### config.mk
export PLATFORM = sky130hd
export DESIGN_NAME = serial_cmp_ctrl
export DESIGN_NICKNAME = d
export VERILOG_FILES = /design/src/rtl/cmp_pkg.sv /design/src/rtl/bcs_cell.sv /design/src/rtl/serial_cmp_ctrl.sv
export SDC_FILE = /design/constraint.sdc
export NUM_CORES = 1
export LEC_CHECK = 0
export CORE_ASPECT_RATIO = 1.1
export CORE_MARGIN = 2
export CORE_UTILIZATION = 50
export CTS_CLUSTER_SIZE = 25
export DETAILED_ROUTE_END_ITERATION = 16
export HOLD_SLACK_MARGIN = 0.06
export PLACE_DENSITY = 0.85
export SETUP_SLACK_MARGIN = 0.3
export SLEW_MARGIN = 10
export SYNTH_ARGS = -nofsm -noshare
export SYNTH_HDL_FRONTEND = slang
export SYNTH_SLANG_ARGS = --single-unit
### constraint.sdc
create_clock -name clk -period 6 [get_ports clk]
set_input_delay 1.2 -clock clk [delete_from_list [all_inputs] [get_ports clk]]
set_output_delay 1.2 -clock clk [all_outputs]
set_load 0.05 [all_outputs]
### src/rtl/cmp_pkg.sv
// Shared types and constants for the serial magnitude comparator.
package cmp_pkg;

  typedef enum logic [1:0] {
    IDLE = 2'd0,
    RUN  = 2'd1,
    DONE = 2'd2
  } state_t;

  localparam int WIDTH_MIN = 2;
  localparam int WIDTH_MAX = 32;

  function automatic bit width_ok(input int w);
    return (w >= WIDTH_MIN) && (w <= WIDTH_MAX);
  endfunction

endpackage

### src/rtl/bcs_cell.sv
// One MSB-first bit slice of the comparator chain: e tracks "equal so far",
// g tracks "a below b so far".
module bcs_cell (
  input  logic a_i,
  input  logic b_i,
  input  logic e_in,
  input  logic g_in,
  output logic e_out,
  output logic g_out
);

  // Once an earlier (more significant) slice differs, e drops and freezes g.
  always_comb begin
    e_out = e_in & ~(a_i ^ b_i);
    g_out = g_in | (~a_i & b_i & e_in);
  end

endmodule

### src/rtl/serial_cmp_ctrl.sv
// Bit-serial unsigned comparator controller (IDLE/RUN/DONE), one slice per cycle.
// Optional macro SERIAL_CMP_EARLY_EXIT_EN finishes as soon as the operands differ.
module serial_cmp_ctrl
  import cmp_pkg::*;
#(
  parameter int WIDTH = 8
) (
  input  logic             clk,
  input  logic             rst_n,
  input  logic             start,
  input  logic [WIDTH-1:0] a,
  input  logic [WIDTH-1:0] b,
  output logic             busy,
  output logic             done,
  output logic             eq,
  output logic             lt,
  output logic             gt
);

  localparam int IDX_W = (WIDTH > 1) ? $clog2(WIDTH) : 1;

  if (!width_ok(WIDTH)) begin : g_width_check
    $error("serial_cmp_ctrl: WIDTH out of range");
  end

  state_t           state_q;
  logic [WIDTH-1:0] a_q;
  logic [WIDTH-1:0] b_q;
  logic [IDX_W-1:0] idx_q;
  logic             e_q;
  logic             g_q;
  logic             busy_q;
  logic             done_q;
  logic             eq_q;
  logic             lt_q;
  logic             gt_q;

  logic             a_bit_s;
  logic             b_bit_s;
  logic             e_d;
  logic             g_d;
  logic             accept_s;
  logic             last_slice_s;

  bcs_cell u_cell (
    .a_i   (a_bit_s),
    .b_i   (b_bit_s),
    .e_in  (e_q),
    .g_in  (g_q),
    .e_out (e_d),
    .g_out (g_d)
  );

  // Slice selection, start acceptance and RUN termination condition.
  always_comb begin
    a_bit_s  = a_q[idx_q];
    b_bit_s  = b_q[idx_q];
    accept_s = start && (state_q != RUN);
`ifdef SERIAL_CMP_EARLY_EXIT_EN
    last_slice_s = (idx_q == IDX_W'(0)) || !e_d;
`else
    last_slice_s = (idx_q == IDX_W'(0));
`endif
  end

  // Controller FSM with all outputs registered; a start in DONE re-enters RUN directly.
  always_ff @(posedge clk) begin
    if (!rst_n) begin
      state_q <= IDLE;
      a_q     <= '0;
      b_q     <= '0;
      idx_q   <= '0;
      e_q     <= 1'b0;
      g_q     <= 1'b0;
      busy_q  <= 1'b0;
      done_q  <= 1'b0;
      eq_q    <= 1'b0;
      lt_q    <= 1'b0;
      gt_q    <= 1'b0;
    end else if (accept_s) begin
      state_q <= RUN;
      a_q     <= a;
      b_q     <= b;
      idx_q   <= IDX_W'(WIDTH - 1);
      e_q     <= 1'b1;
      g_q     <= 1'b0;
      busy_q  <= 1'b1;
      done_q  <= 1'b0;
      eq_q    <= 1'b0;
      lt_q    <= 1'b0;
      gt_q    <= 1'b0;
    end else begin
      case (state_q)
        IDLE: begin
          state_q <= IDLE;
          busy_q  <= 1'b0;
          done_q  <= 1'b0;
        end
        RUN: begin
          e_q <= e_d;
          g_q <= g_d;
          if (last_slice_s) begin
            state_q <= DONE;
            busy_q  <= 1'b0;
            done_q  <= 1'b1;
            eq_q    <= e_d;
            lt_q    <= g_d;
            gt_q    <= ~e_d & ~g_d;
          end else begin
            state_q <= RUN;
            idx_q   <= idx_q - IDX_W'(1);
          end
        end
        DONE: begin
          state_q <= IDLE;
          busy_q  <= 1'b0;
          done_q  <= 1'b0;
        end
        default: begin
          state_q <= IDLE;
          busy_q  <= 1'b0;
          done_q  <= 1'b0;
          eq_q    <= 1'b0;
          lt_q    <= 1'b0;
          gt_q    <= 1'b0;
        end
      endcase
    end
  end

  assign busy = busy_q;
  assign done = done_q;
  assign eq   = eq_q;
  assign lt   = lt_q;
  assign gt   = gt_q;

endmodule

==> Word level (Yosys, flattened, before mapping) <==
Index checks and enable logic that the tools add are counted.
{ "totals": {"register_bits": 28, "wordCells": 63} }
{ "op_classes": {"n_addsub": 1, "mux": 21, "eq_ne": 6, "order_cmp": 1, "reduce_logical": 9, "n_bitwise": 13} }
{ "op_table": {"columns": ["op", "count"], "rows": [
  ["1-bit 2-to-1 mux", 12],
  ["3-bit 2-to-1 mux", 3],
  ["1-bit NOT", 7],
  ["1-bit binary-select mux with 3-bit select", 2],
  ["1-bit case mux with 2 select lines", 3],
  ["1-bit AND", 4],
  ["3-bit by 4-bit less-than comparator with 1-bit output, second input constant", 1],
  ["2-bit != test, second input constant", 2],
  ["2-bit AND reduction", 2],
  ["2-bit OR reduction", 2],
  ["3-bit zero test", 1],
  ["3-bit != test, second input constant", 1],
  ["3-bit OR reduction", 1],
  ["3-bit by 1-bit subtractor with 3-bit output, second input constant", 1],
  ["2-bit by 1-bit equality test with 1-bit output, second input constant", 1],
  ["2-bit equality test, second input constant", 1],
  ["2-bit zero test", 1],
  ["2-bit 2-to-1 mux", 1],
  ["2-bit by 1-bit != test with 1-bit output, second input constant", 1],
  ["2-bit nonzero test", 1],
  ["1-bit logical AND", 1],
  ["1-bit OR", 1],
  ["1-bit bitwise XOR", 1]
]} }

==> Logic depth before layout (Yosys ltp) <==
Gate-level depths: netlist of run 1.
{ "depth": {"ltp_word": 10, "mapped_depth": 8} }

==> Hierarchy <==
A second synthesis of run 1 with hierarchy kept.
{ "unflattened": {"hier_cells": 148, "hier_area_um2": 1262.5} }
{ "modules_own_cells": {"columns": ["module", "cells_per_inst", "area_each_um2", "seq_area_each_um2", "n_inst"], "rows": [
  ["serial_cmp_ctrl", 144, 1232.4, 560.5, 1],
  ["bcs_cell", 4, 30.0, 0.0, 1]
]} }

==> Worst setup path before layout of run 1 <==
OpenSTA, ideal clock, no wires.
{ "synth_timing": {"path_kind": "reg2reg", "from": "reg idx_q[0]", "to": "reg gt_q, in the netlist gt", "path_stages_with_launch": 8, "arrival_time_ns": 2.172, "setup_ns": 0.070, "required_time_ns": 5.930, "setup_slack_ns": 3.758, "path_buffers": 1, "path_cell_list": "dfxtp_1 buf_2 mux4_2 mux2_2 ha_1 o21ai_0 or4b_1 a21oi_1"} }
{ "synth_via": {"elab_chain_len": 10, "word_cells_on_any_way": 19, "cone_classes": "eq/ne: 1; mux: 6; bitwise: 10; reduce/logical: 2"} }
{ "synth_lines": {"columns": ["item", "line_no", "text"], "rows": [
  ["from (decl)", "serial_cmp_ctrl.sv:29", "logic [IDX_W-1:0] idx_q;"],
  ["from (signal assigned)", "serial_cmp_ctrl.sv:84", "idx_q <= IDX_W'(WIDTH - 1);"],
  ["from (signal assigned)", "serial_cmp_ctrl.sv:111", "idx_q <= idx_q - IDX_W'(1);"],
  ["1-bit binary-select mux with 3-bit select", "serial_cmp_ctrl.sv:56", "a_bit_s = a_q[idx_q];"],
  ["1-bit 2-to-1 mux (not written as such)", "serial_cmp_ctrl.sv:56", null],
  ["1-bit NOT", "bcs_cell.sv:15", "g_out = g_in | (~a_i & b_i & e_in);"],
  ["1-bit AND (2 in series)", "bcs_cell.sv:15", null],
  ["1-bit OR", "bcs_cell.sv:15", null],
  ["1-bit NOT", "serial_cmp_ctrl.sv:108", "gt_q <= ~e_d & ~g_d;"],
  ["1-bit AND", "serial_cmp_ctrl.sv:108", null],
  ["1-bit 2-to-1 mux", "serial_cmp_ctrl.sv:102", "if (last_slice_s) begin"],
  ["1-bit case mux with 2 select lines", "serial_cmp_ctrl.sv:93", "case (state_q)"],
  ["to (signal assigned)", "serial_cmp_ctrl.sv:108", null],
  ["to (decl)", "serial_cmp_ctrl.sv:36", "logic gt_q;"]
]} }
Parallel ways exist; a longest one is shown, timed or not. The select of a mux whose other input is x is not followed.
A chain may end at the register's enable or synchronous reset.

==> Final worst setup path of run 1 <==
{ "layout_timing": {"from": "reg lt_q, in the netlist lt", "to": "out lt"} }
{ "layout_rtl": {"columns": ["item", "line_no", "text"], "rows": [
  ["from (decl)", "serial_cmp_ctrl.sv:35", "logic lt_q;"],
  ["from (signal assigned)", "serial_cmp_ctrl.sv:107", "lt_q <= g_d;"],
  ["to (decl)", "serial_cmp_ctrl.sv:16", "output logic lt,"]
]} }
No word-level cell between the ends.

==> impl_metrics.toml, run 1 <==
[sta]
hold_viol_final = 0
clock.fmax_mhz = 373
setup_tns_ps = 0
finClkSkew_ps = 10.9
setup_viol = 0
rsz0062_at_grt = "no"
fin_crit_sh_pct = 44.7
slew_headroom_pct = 56.1
worst_pin_slew_ps = 658
slew_violations = 0
post-route-min-period_ps = 2680

[power]
p_per_area_mw_per_mm2 = 249
total_power_uw = 354
leakage_nw = 0.522
worst_ir_drop_vdd_mv = 0.142

[floorplan]
die_area_mm2 = 0.00272
coreArea_mm2 = 0.00223
rows = 18
die_w_um = 49.9
boundaryPins = 24
die_y_um = 54.5
start_util_pct = 52.1

[worst_setup_path]
startpoint_type = "flip-flop"
end_kind = "primary output"
worst_ep_required_time_ps = 4800
crit_cells = 1
slowest_stage = "clkdlybuf4s50_1"
cp_top_family = "buffers and inverters"
cp_max_fo = 2
arrival_ps = 1480
path_buf_inv = 1
ff2ff_path_depth = 6
cpPeakStageDelay_ps = 800
cp_cell_sequence = "clkdlybuf4s50_1"
critPathKind = "reg2out"

[synthesis]
syn_area_per_cell_um2 = 8.73
synth_edf_count = 0
syn_inst = 133
synth-seq-cells = 28
synth_nets = 155
synth.distinct_cells = 24
synthArstFlopShare_pct = 0
ys_seq_area_share_pct = 48.3
synth-main-ff-cell = "dfxtp_1"
synth_area_leaders = "dfxtp_1 48%, nand2_1 12%, a21oi_1 9.9%"
synth_top_area_share_pct = 48.3
synth_warnings = 0
syn_area_mm2 = 0.00116
synth_area_leader_cell = "dfxtp_1"

[detailed_routing]
first_pass_iters = 3
num_vias = 962
route.detailed.drc = 0
wl_per_cell_um = 12.3
first_iter_violations = 13
vias_per_cell = 5.26
final_antenna_net_count = 0
wl_um = 2250

[outcome]
outcome = "finished clean"

[cts]
cts_sinks = 28
cts_buffer_depth = 2
cts_resized = 0
numCtsBuffers = 3
cts.clk_slew.worst_paths_ps = 140
cts_hold_buf = 0
root_buffer = "clkbuf_4"
cts_htree_levels = 1
cts_tree = "done"
post_cts_buffers = 0
clock_latency_ps = 320

[global_routing]
grt_antenna_before_repair = 0
grt_max_degree = 23
grt_pass1_wl_um = 3860
grt.total_usage_pct = 19.1
grt_pass1_vias = 901
grt_overflow = 0

[cells_and_area]
antenna_cells = 0
area_delta_synth_final_pct = 22.4
fillerInstances = 179
multiInputGateArea_um2 = 559
utilization_pct = 63.7
layout-drive-gt1-share_pct = 6.54
register_area_um2 = 561
layout.nets = 177
finalNonFillerCells = 183

[placed_design]
place.gp.congestion = 0.741
portBuffers = 23
placed_cells = 180
detailed_place_hpwl_um = 1670

[min_path]
hp-class = "reg2reg"
min_path_cells = 2

[flow_run]
maxCapViolCount = 0
==> stage by stage <==
step / hold slack (ps) / instance area, um2 / setup WS (ps)
5_1_grt: 493 / 1420 / 3270
3_5_place_dp: 451 / 1400 / 3290
6_report: 465 / 1420 / 3320
3_3_place_gp: 440 / 1400 / 3350
2_1_floorplan: 433 / 1160 / 3760
4_1_cts: 469 / 1420 / 3300
==> cells by family after synthesis <==
kind of cell	share of synthesized area, %
AOI/OAI and AO/OA	14.0
muxes	9.59
buffers and inverters	3.56
DFF	48.3
and+or+nand+nor	21.3
adders and majority gates	3.23
==> state kept, by name, indices dropped and copies added, names as in the netlist, 2 cells and up <==
signal	flops
a_q	8
b_q	8
idx_q	3
state_q	2
==> area by class of cell <==
| cell class | instances | area share, % |
|---|---|---|
| clock buffer | 3 | 1.58 |
| timing repair buffer | 23 | 16.2 |
| tap | 30 | 2.64 |
| sequential | 28 | 39.4 |
| inverter | 3 | 0.792 |
| multi-input combinational | 96 | 39.3 |
==> final timing paths <==
| kind | from | to | slack [ps] |
|---|---|---|---|
| max | lt | lt | 3320 |
| min | a_q[0] | a_q[0] | 470 |
| max reg2reg | idx_q[0] | gt | 3530 |
| min reg2reg | a_q[0] | a_q[0] | 470 |
==> cell usage after synthesis, types with 2 or more instances <==
library cell and count:
a211oi_1 2, a21oi_1 23, buf_2 3, clkbuf_1 2
dfxtp_1 28, ha_1 3, inv_1 3, mux4_2 4
nand2_1 37, nand2b_1 2, nor2_1 9, nor3_1 3
o21ai_0 3
==> placed cells by master, fill, tap and decap left out, drive strengths merged, types with 2 or more instances in the layout <==
master / netlist / final
ha: 3 / 3
nor2b: 2 / 2
nand2b: 2 / 2
dfxtp: 28 / 28
inv: 3 / 3
nand2: 37 / 37
clkbuf: 2 / 3
nor2: 9 / 9
a211oi: 2 / 2
mux4: 4 / 4
o21ai: 4 / 4
nor3: 3 / 3
a21oi: 23 / 23
clkdlybuf4s50: 0 / 23
==> metal layers <==
metal	up-vias	track usage, %	part of all wire [%]
met5	-	0	0
met4	0	10.6	1.6
met3	6	3.55	3.1
met2	18	34.2	51
met1	444	21.9	44
li1	494	-	-
==> worst min-delay path: cells and delay by family, from the launching register on <==
| kind | cells | cell delay [ps] |
|---|---|---|
| flops | 1 | 330 |
| compound gates | 1 | 50 |
| simple gates | 1 | 50 |
==> power breakdown <==
| group | switching [mW] | internal [mW] | total (mW) |
|---|---|---|---|
| combinational | 0.0359 | 0.0351 | 0.0710 |
| sequential | 0.0116 | 0.198 | 0.210 |
| clock | 0.0499 | 0.0235 | 0.0734 |
| total | 0.0974 | 0.257 | 0.354 |
Power figures use the tool's default switching activity.
==> run 2: changes to the inputs <==
- CORE_UTILIZATION: 50 -> 49
- PLACE_DENSITY: 0.85 -> 0.84
- clock period: 6 -> 2.6 ns (I/O delays scaled with it)
==> impl_metrics.toml, run 2 (synthesized netlist as in run 1, its figures left out) <==
[detailed_routing]
final_antenna_net_count = 0
first_iter_violations = 23
route.detailed.drc = 0
wl_um = 2380
num_vias = 995
wl_per_cell_um = 12.7
vias_per_cell = 5.32
first_pass_iters = 4

[global_routing]
grt_max_degree = 23
grt_pass1_wl_um = 3920
grt_pass1_vias = 955
met1_usage_pct = 20.8
grt_overflow = 0
top_usage_layer = "met2"
grt_util_met3_pct = 2.96
grt_antenna_before_repair = 0
grt.total_usage_pct = 18.5
grt_use_met2_pct = 36.2

[cells_and_area]
layout-drive-gt1-share_pct = 10.8
layout.nets = 180
top_regs = "a_q (8), b_q (8), idx_q (3)"
fillerInstances = 188
antenna_cells = 0
final_common_cell = "nand2_1"
utilization_pct = 66.7
area_delta_synth_final_pct = 29.4
final_cell_mix = "37 x nand2_1, 27 x dfxtp_1, 23 x a21oi_1, 23 x clkdlybuf4s50_1, 9 x nor2_1"
stdcell_area_mm2 = 0.00150

[placed_design]
placed_cell_area_mm2 = 0.00141
detailed_place_hpwl_um = 1750
place.gp.congestion = 0.737
portBuffers = 23

[floorplan]
boundaryPins = 24
die_y_um = 55.1
rows = 18
coreArea_mm2 = 0.00225
start_util_pct = 51.6
die_w_um = 50.4
die_area_mm2 = 0.00278

[worst_setup_path]
slowest_stage = "mux4_2"
startpoint_type = "flip-flop"
ff2ff_path_depth = 7
worst_ep_required_time_ps = 2870
cpPeakStageDelay_ps = 520
rrSetupSlack_ps = 400
cp_max_fo = 7
end_kind = "flip-flop"
arrival_ps = 2470
cp_cell_sequence = "buf_4, mux4_2, mux2i_4, ha_4, o21ai_1, or4b_1, a21oi_1"
critPathKind = "reg2reg"

[cts]
cts_sinks = 28
cts.clk_slew.worst_paths_ps = 150
cts_tree = "done"
root_buffer = "clkbuf_4"
cts_buffer_depth = 2
cts_htree_levels = 1
cts_hold_buf = 0
clock_latency_ps = 320
numCtsBuffers = 3

[power]
seq_power_share_pct = 50.8
power_frac_clock_pct = 29.7
p_sw_share_pct = 25.7
cellInternalPower_uw = 709
p_per_area_mw_per_mm2 = 636
leakage_nw = 0.553
worst_ir_drop_vdd_mv = 0.374
p_sw_uw = 246
power_frac_comb_pct = 19.5

[outcome]
outcome = "finished clean"

[sta]
setup_viol = 0
rsz0062_at_grt = "no"
worst_pin_slew_ps = 665
finClkSkew_ps = 5.15
fin_crit_sh_pct = 84.5
post-route-min-period_ps = 2200
clock.fmax_mhz = 455
slew_violations = 0
hold_viol_final = 0
slew_headroom_pct = 55.6
setup_tns_ps = 0

[min_path]
min_path_cells = 2
hp-class = "reg2reg"

[flow_run]
maxCapViolCount = 0
[run 2: area by class of cell]
type	instances	area, um2	area share, %
Multi-Input combinational cell	96	584	38.9
Clock inverter	1	30.0	2.00
Clock buffer	3	22.5	1.50
Sequential cell	28	564	37.6
Tap cell	30	37.5	2.50
Inverter	3	11.3	0.749
Timing Repair Buffer	26	253	16.8
[run 2: metrics by stage]
step                      power (mW)  instances  hold WS (ps)  setup slack (ps)
after global routing           0.993        187           486               324
after global placement         0.651        181           444               268
final                          0.955        187           471               403
after CTS                      0.939        185           472               308
after floorplan                0.603        133           433               358
after detailed placement       0.660        181           452               183
[run 2: power groups by stage]
stage | Sequential [mW] | Clock (mW) | Combinational [mW]
final | 0.486 | 0.284 | 0.186
after global routing | 0.491 | 0.298 | 0.204
after CTS | 0.486 | 0.287 | 0.167
after detailed placement | 0.494 | 0 | 0.165
after global placement | 0.492 | 0 | 0.159
after floorplan | 0.490 | 0 | 0.112
[run 2: path summary, 6_finish.rpt]
check,from,endpoint
max,idx_q[0],gt
max reg2reg,idx_q[0],gt
min,a_q[1],a_q[1]
min reg2reg,a_q[1],a_q[1]
[run 2: what timing repair did]
item                       CTS  global route
hold endpoints to repair     0             0
setup buffers                0             2
setup endpoints to repair    1             1
gates resized for setup      2             4
[run 2: layer usage]
| metal | vias up | wire length, um | part of all wire [%] |
|---|---|---|---|
| li1 | 500 | - | - |
| met1 | 468 | 1040 | 44 |
| met2 | 25 | 1240 | 52 |
| met3 | 2 | 86 | 3.6 |
| met4 | 0 | 13 | 0.55 |
| met5 | - | 0 | 0 |
[run 2: critical path: cells and delay by family, from the launching register on]
kind / cells / cell delay, ps
mux: 2 / 700
simple gates: 1 / 430
flops: 1 / 420
fa+ha+maj: 1 / 230
compound gates: 2 / 230
buf+inv: 1 / 130
==> run 3: changes to the inputs <==
- CORE_UTILIZATION: 49 -> 44
- PLACE_DENSITY: 0.84 -> 0.8
- clock period: 2.6 -> 2 ns (I/O delays scaled with it)
==> impl_metrics.toml, run 3 (synthesized netlist as in run 1, its figures left out) <==
[min_path]
min_path_cells = 2
min_from = "b_q[7]"
hp-class = "reg2reg"
hold_end = "b_q[7]"

[cells_and_area]
stdcell_area_mm2 = 0.00159
area_delta_synth_final_pct = 37.3
register_area_um2 = 564
final_cell_mix = "37 x nand2_1, 27 x dfxtp_1, 20 x a21oi_1"
multiInputGateArea_um2 = 622
top_regs = "a_q (8), b_q (8), idx_q (3)"
final_common_cell = "nand2_1"
layout-drive-gt1-share_pct = 20.0
antenna_cells = 0
fillerInstances = 230
layout.nets = 188
finalNonFillerCells = 196

[worst_setup_path]
arrival_ps = 2480
startpoint_type = "flip-flop"
rrSetupSlack_ps = -190
worst_ep_required_time_ps = 2280
slowest_stage = "mux4_2"
cpPeakStageDelay_ps = 490
timing.rr.end = "gt"
cp_cell_sequence = "mux4_2, mux2_4, ha_4, o21ai_2, or4b_4, a21oi_2"
ff2ff_path_depth = 6
cp_max_fo = 6
worstReg2RegStart = "idx_q[0]"
end_kind = "flip-flop"
critPathKind = "reg2reg"

[cts]
cts_buffer_depth = 2
cts.clk_slew.worst_paths_ps = 140
clock_latency_ps = 330
cts_tree = "done"
root_buffer = "clkbuf_4"
cts_htree_levels = 1
cts_sinks = 28
numCtsBuffers = 3

[global_routing]
grt_pass1_vias = 998
grt_pass1_wl_um = 4210
grt_overflow = 0
grt_max_degree = 23
grt_antenna_before_repair = 0
grt.total_usage_pct = 18.6

[floorplan]
boundaryPins = 24
start_util_pct = 46.5
rows = 19
coreArea_mm2 = 0.00250
die_area_mm2 = 0.00307
die_w_um = 53.0
die_y_um = 57.9

[sta]
post-route-min-period_ps = 2190
worst_pin_slew_ps = 482
fin_crit_sh_pct = 110
slew_headroom_pct = 68.0
setup_viol = 4
finClkSkew_ps = 7.51
rsz0062_at_grt = "yes"
hold_viol_final = 0
setup_tns_ps = -354
setup_ws_ps = -195
clock.fmax_mhz = 456
slew_violations = 0

[placed_design]
pre_cts_slack_ps = -207
placed_cells = 188
detailed_place_hpwl_um = 1860
portBuffers = 23
place.gp.congestion = 0.754
placed_cell_area_mm2 = 0.00147

[detailed_routing]
wl_um = 2530
wl_per_cell_um = 12.9
num_vias = 1016
final_antenna_net_count = 0
first_iter_violations = 7
route.detailed.drc = 0
first_pass_iters = 4
vias_per_cell = 5.18

[power]
worst_ir_drop_vdd_mv = 0.509
leakage_nw = 0.618
p_per_area_mw_per_mm2 = 761

[outcome]
violations = "setup timing"
outcome = "finished with violations"

[flow_run]
maxCapViolCount = 0
run 3: what timing repair did:
action / CTS / global route
setup buffers: 3 / 1
endpoints found under the setup margin: 11 / 7
hold buffers: 0 / 0
resized for setup: 14 / 7
pin swaps: 4 / 2
run 3: layout make-up:
class	count	share of cell area (%)
Clock buffer	4	2.28
Inverter	3	0.706
Multi-Input combinational cell	96	39.0
Sequential cell	28	35.4
Tap cell	31	2.43
Timing Repair Buffer	34	20.2
run 3: worst max path at each step:
stage	endpoint	start	depth (start not counted)	slack, ps
floorplan	gt	idx_q[0]	7	-120
global placement	gt	idx_q[0]	6	-150
detailed placement	gt	idx_q[0]	6	-210
CTS	gt	idx_q[0]	6	-170
global route	gt	idx_q[0]	6	-280
finish	gt	idx_q[0]	6	-190
run 3: power by group:
part | leakage (nW) | internal [mW] | total [mW] | switching (mW)
registers | 0.231 | 0.596 | 0.633 | 0.0370
clock network | 0.0210 | 0.112 | 0.272 | 0.161
logic | 0.367 | 0.170 | 0.309 | 0.138
total | 0.618 | 0.878 | 1.21 | 0.336
run 3: critical path, delay by kind of cell (launching register included):
kind / cells / cell delay [ps]
compound gates: 2 / 240
mux: 2 / 780
flops: 1 / 420
fa+ha+maj: 1 / 230
simple gates: 1 / 470
run 3: per-stage QoR:
stage	hold WS [ps]	total power, mW	utilization (%)
2_1_floorplan	433	0.800	-
3_3_place_gp	443	0.880	59.0
3_5_place_dp	456	0.893	59.0
4_1_cts	475	1.19	62.4
5_1_grt	484	1.28	63.9
6_report	469	1.21	63.9
run 3: layer usage:
| layer | global-route usage, % | vias up | part of all wire [%] |
|---|---|---|---|
| li1 | - | 518 | - |
| met1 | 21.9 | 468 | 41 |
| met2 | 32.0 | 22 | 52 |
| met3 | 2.58 | 8 | 3.4 |
| met4 | 10.3 | 0 | 3.2 |
| met5 | 0 | - | 0 |
